File: src/rtl/fixed_power.sv
// fixed_power: sequential unsigned Qm.FRAC power unit, out = base^n, computed
// by one truncating multiply per cycle with sticky saturation.
//
// Ports:
//   clk        - clock, all state changes on rising edge
//   rst        - synchronous active-high reset
//   in_valid   - one-cycle request strobe, sampled only while idle
//   in_data_1  - base, unsigned Q(W-FRAC).FRAC
//   in_data_2  - exponent n, 0..7
//   busy       - request in flight (MUL or DONE)
//   out_valid  - one-cycle result strobe
//   out_data   - result, zero whenever out_valid is low
//   out_ovf    - result saturated, qualified by out_valid
module fixed_power #(
    parameter int unsigned FRAC = 10,
    parameter int unsigned W    = 20
) (
    input  logic         clk,
    input  logic         rst,
    input  logic         in_valid,
    input  logic [W-1:0] in_data_1,
    input  logic [2:0]   in_data_2,
    output logic         busy,
    output logic         out_valid,
    output logic [W-1:0] out_data,
    output logic         out_ovf
);

    localparam int unsigned EW = 3;
    localparam int unsigned PW = 2 * W;
    localparam logic [W-1:0] ONE = {{(W-FRAC-1){1'b0}}, 1'b1, {FRAC{1'b0}}};
    localparam logic [W-1:0] SAT = {W{1'b1}};

    typedef enum logic [1:0] {
        S_IDLE,
        S_MUL,
        S_DONE
    } state_t;

    state_t         state_q, state_d;
    logic [W-1:0]   base_q, base_d;
    logic [EW-1:0]  exp_q, exp_d;
    logic [W-1:0]   acc_q, acc_d;
    logic [EW-1:0]  cnt_q, cnt_d;
    logic           ovf_q, ovf_d;
    logic           busy_q, busy_d;
    logic           out_valid_q, out_valid_d;
    logic [W-1:0]   out_data_q, out_data_d;
    logic           out_ovf_q, out_ovf_d;
    logic [PW-1:0]  prod_c;

    // Next-state, datapath and registered-output precompute
    always_comb begin
        state_d     = state_q;
        base_d      = base_q;
        exp_d       = exp_q;
        acc_d       = acc_q;
        cnt_d       = cnt_q;
        ovf_d       = ovf_q;
        prod_c      = PW'(acc_q) * PW'(base_q);

        case (state_q)
            S_IDLE: begin
                if (in_valid) begin
                    base_d  = in_data_1;
                    exp_d   = in_data_2;
                    acc_d   = ONE;
                    cnt_d   = '0;
                    ovf_d   = 1'b0;
                    state_d = (in_data_2 != '0) ? S_MUL : S_DONE;
                end
            end
            S_MUL: begin
                cnt_d = cnt_q + EW'(1);
                // Any integer bits beyond the Q range, or an earlier overflow,
                // pin the accumulator at full scale.
                if (ovf_q || (prod_c[PW-1:W+FRAC] != '0)) begin
                    acc_d = SAT;
                    ovf_d = 1'b1;
                end else begin
                    acc_d = prod_c[W+FRAC-1:FRAC];
                end
                if (cnt_d == exp_q) begin
                    state_d = S_DONE;
                end
            end
            S_DONE: begin
                state_d = S_IDLE;
            end
            default: begin
                state_d = S_IDLE;
            end
        endcase

        // Outputs are registered from the next state so they line up with it
        busy_d      = (state_d != S_IDLE);
        out_valid_d = (state_d == S_DONE);
        out_data_d  = (state_d == S_DONE) ? acc_d : '0;
        out_ovf_d   = (state_d == S_DONE) ? ovf_d : 1'b0;
    end

    // State and output registers
    always_ff @(posedge clk) begin
        if (rst) begin
            state_q     <= S_IDLE;
            base_q      <= '0;
            exp_q       <= '0;
            acc_q       <= '0;
            cnt_q       <= '0;
            ovf_q       <= 1'b0;
            busy_q      <= 1'b0;
            out_valid_q <= 1'b0;
            out_data_q  <= '0;
            out_ovf_q   <= 1'b0;
        end else begin
            state_q     <= state_d;
            base_q      <= base_d;
            exp_q       <= exp_d;
            acc_q       <= acc_d;
            cnt_q       <= cnt_d;
            ovf_q       <= ovf_d;
            busy_q      <= busy_d;
            out_valid_q <= out_valid_d;
            out_data_q  <= out_data_d;
            out_ovf_q   <= out_ovf_d;
        end
    end

    assign busy      = busy_q;
    assign out_valid = out_valid_q;
    assign out_data  = out_data_q;
    assign out_ovf   = out_ovf_q;

endmodule

File: config.mk
export PLATFORM = sky130hd
export DESIGN_NAME = fixed_power
export DESIGN_NICKNAME = d
export VERILOG_FILES = /design/src/rtl/fixed_power.sv
export SDC_FILE = /design/constraint.sdc
export NUM_CORES = 1
export LEC_CHECK = 0
export ABC_AREA = 1
export CAP_MARGIN = 20
export CELL_PAD_IN_SITES_DETAIL_PLACEMENT = 1
export CELL_PAD_IN_SITES_GLOBAL_PLACEMENT = 1
export CORE_UTILIZATION = 49
export CTS_CLUSTER_SIZE = 12
export DETAILED_ROUTE_END_ITERATION = 8
export PLACE_DENSITY = 0.81
export RECOVER_POWER = 100
export SETUP_SLACK_MARGIN = 0.5
export SYNTH_ARGS = -nofsm -noshare
export SYNTH_HDL_FRONTEND = slang
export SYNTH_SLANG_ARGS = --single-unit
File: constraint.sdc
create_clock -name clk -period 7 [get_ports clk]
set_input_delay 0.7 -clock clk [delete_from_list [all_inputs] [get_ports clk]]
set_output_delay 0.7 -clock clk [all_outputs]
set_load 0.01 [all_outputs]
==> flow_metrics.env <==
export IMPL_cp_end_kind="flop"
export IMPL_post_layout_utilization_of_the_core_pct=59.5
export IMPL_failed_checks="capacitance limit, slew limit, setup timing"
export IMPL_final_net_count=2863
export IMPL_floorplan_rows=67
export IMPL_cts_sinks=72
export IMPL_synth_top_cells_by_area="fa_1 38%, inv_1 15%, nand2_1 13%"
export IMPL_total_power_mw=7.42
export IMPL_postSynthRegisterBits=72
export IMPL_seq_area_frac_synth_pct=8.56
export IMPL_power_clock_fraction_pct=7.2
export IMPL_clk_latency_ps=390
export IMPL_timing_worst_slew_pin_value_ps=2390
export IMPL_min_period_ps=7340
export IMPL_tritoncts="built"
export IMPL_p_per_area_nw_per_um2=370
export IMPL_viasPerCell=5.81
export IMPL_quantity_of_i_o_buffers_inserted_on_ports=48
export IMPL_post_synth_top_area_fraction_pct=37.9
export IMPL_regToRegStartpoint="acc_q[19]"
export IMPL_power_report_internal_total_mw=3.08
export IMPL_slew_headroom_pct=-59.0
export IMPL_die_h_um=187
export IMPL_outcome="finished, violations left"
export IMPL_synthesis_area_um2=16800
export IMPL_power_switching_mw=4.33
export IMPL_drt_wirelength_per_cell_um=26.9
export IMPL_ys_async_sr_fraction_pct=0
export IMPL_post_syn_nets=2756
export IMPL_post_synth_inst_count=2262
export IMPL_critical_path_required_ps=7230
export IMPL_hold_violations=0
export IMPL_number_of_max_cap_violations=3
export IMPL_global_route_wire_length_before_repair_um=99300
export IMPL_timing_clock_skew_ps=18.2
export IMPL_timing_final_setup_violations=42
export IMPL_post_synth_top_flop="dfxtp_1"
export IMPL_place_gp_congestion=0.968
export IMPL_detailedRoute_firstPassIterationCount=5
export IMPL_min_delay_worst_endpoint="cnt_q[1]"
export IMPL_ios=49
export IMPL_clk_pin_slew_ps=80
export IMPL_post_route_worst_setup_slack_ps=-338
export IMPL_setup_reg_to_reg_worst_slack_ps=-340
export IMPL_num_fill_cells=4149
export IMPL_synthMostInstantiatedCell="inv_1"
export IMPL_antenna_diode_count=0
export IMPL_reg2regPathDepth=26
export IMPL_globalRouteTotalUtil_pct=37.5
export IMPL_clock_root_buffer="clkbuf_16"
export IMPL_critical_path_reg2reg_endpoint="acc_q[7]"
export IMPL_detail_route_iter0_violations=1339
export IMPL_ys_warn_count=0
export IMPL_design_die_area_um2=35100
export IMPL_worst_setup_start_kind="flop"
export IMPL_core_area_um2=33700
export IMPL_ir_worst_vdd_mv=0.233
export IMPL_via_count=16389
export IMPL_drt_wl_total_um=75800
export IMPL_synth_edff_count=0
export IMPL_synth_top_cells_by_count="670 x inv_1, 565 x nand2_1, 319 x fa_1"
export IMPL_start_util_pct=50.0
export IMPL_worstHoldStart="cnt_q[1]"
export IMPL_inserted_clock_buffers=9
export IMPL_timing_fmax_mhz=136
export IMPL_share_comb_of_total_power_pct=83.6
export IMPL_layout_drive_gt1_share_pct=17.4
export IMPL_hpwl_um=47100
export IMPL_max_clock_path_buffers=2
export IMPL_synth_area_per_cell_um2=7.44
export IMPL_sw_frac_of_total_pct=58.5
export IMPL_finalMaxSlewViolations=76
export IMPL_cp_startpoint="acc_q[19]"
export IMPL_area_delta_synth_final_pct=19.2
export IMPL_drc_errors=0
export IMPL_h_tree_depth_reported_by_cts=3
export IMPL_synthDominantAreaCellType="fa_1"
export IMPL_critical_path_arrival_ps=7570
export IMPL_power_leakage_nw=11.9
export IMPL_worstSetupPathType="reg2reg"
export IMPL_dieWidth_um=187
export IMPL_antenna_violations_before_repair=3
export IMPL_cts_hold_repair_buffers=0
export IMPL_worstPathMaxFanout=8
export IMPL_grt_setup_unrepaired="true"
export IMPL_min_delay_path_depth=2
export IMPL_vias_in_the_first_global_route=17680
export IMPL_grt_start_max_net_pins=29
export IMPL_synthDistinctLibCells=42
export IMPL_grt_ovfl_total=0
export IMPL_min_delay_path_class="reg2reg"
export IMPL_post_route_period_util_pct=105
export IMPL_p_seq_share_pct=9.2
export IMPL_final_antenna_net_count=0
[per-stage QoR]
| step | TNS [ps] | cells | instance area [µm²] | hold WS, ps | worst slack, ps |
|---|---|---|---|---|---|
| final | -11730 | 2822 | 20100 | 467 | -338 |
| after global routing | -12020 | 2822 | 20100 | 495 | -338 |
| after floorplan | 0 | 2262 | 16800 | 445 | 781 |
| after global placement | 0 | 2746 | 18200 | 454 | 24.3 |
| after CTS | 0 | 2801 | 19400 | 472 | 404 |
| after detailed placement | -4560 | 2746 | 18200 | 462 | -172 |
[critical path, cell delays in order, from the launching register on]
cell and delay [ps]:
dfxtp_1 580, nand2_1 360, fa_1 920, fa_1 510, inv_1 90, ha_1 260
fa_1 640, fa_1 690, fa_1 520, ha_1 360, ha_4 320, nand2_1 180
o21ai_2 230, inv_1 100, nand2_1 130, a21oi_1 100, nand2_1 70, nand2_1 60
nand2_2 90, nand2_2 70, nor2_4 100, nand3_2 100, o21bai_4 200, buf_6 130
buf_12 120, buf_16 130, a21oi_1 80
[worst max-delay path by stage]
stage	to	slack [ps]
6_report	acc_q[7]	-340
5_1_grt	acc_q[7]	-340
4_1_cts	out_data[8]	400
3_5_place_dp	out_data[19]	-170
3_3_place_gp	out_data[8]	20
2_1_floorplan	out_data[18]	780
[cells in the final DEF (no fill, tap or decap), types with 39 or more instances in the layout]
master / instances
a21oi_1: 65
fa_1: 301
buf_4: 105
nor2_1: 93
ha_1: 134
inv_1: 630
nand2_1: 532
inv_2: 41
nand2_2: 39
dfxtp_1: 40
[sequential cells by signal, indices dropped and copies added (netlist names)]
name	count
state_q	2
out_valid	1
cnt_q	3
base_q	20
exp_q	3
out_data	20
out_ovf	1
busy	1
acc_q	20
ovf_q	1
[cell type report]
cell class | instances | area [µm²] | share of cell area, %
clock buffer | 9 | 225 | 1.12
clock inverter | 7 | 78.8 | 0.393
inverter | 674 | 2530 | 12.6
multi-input combinational | 1417 | 13200 | 65.8
sequential | 72 | 1530 | 7.63
tap | 448 | 561 | 2.79
timing repair buffer | 195 | 1930 | 9.62
[per-layer routing]
| layer | vias to the layer above | wire, µm | share of wire [%] | GRT usage, % |
|---|---|---|---|---|
| li1 | 6657 | - | - | - |
| met1 | 8168 | 26300 | 35 | 44.9 |
| met2 | 1069 | 34500 | 45 | 64.4 |
| met3 | 489 | 7770 | 10 | 5.61 |
| met4 | 6 | 7250 | 9.6 | 21.2 |
| met5 | - | 83 | 0.11 | 0 |
[power groups by stage]
stage / combinational [mW] / sequential [mW] / clock, mW
detailed placement: 4.04 / 0.677 / 0
floorplan: 2.64 / 0.519 / 0
global placement: 3.89 / 0.672 / 0
finish: 6.20 / 0.682 / 0.534
CTS: 4.91 / 0.660 / 0.522
global route: 6.36 / 0.677 / 0.547
[repair_timing]
action | 4_1_cts | 5_1_grt
cloned | 3 | 3
gates resized for setup | 175 | 137
setup buffers | 36 | 17
endpoints found under the setup margin | 42 | 42
pin swaps | 44 | 60
[logic make-up after synthesis]
family	Yosys count	synth area share (%)
compound gates	178	5.89
xor+xnor	21	1.09
fa+ha+maj	468	49.0
buf+inv	773	17.5
flops	72	8.56
simple gates	750	18.0
(Power assumes the default switching activity.)
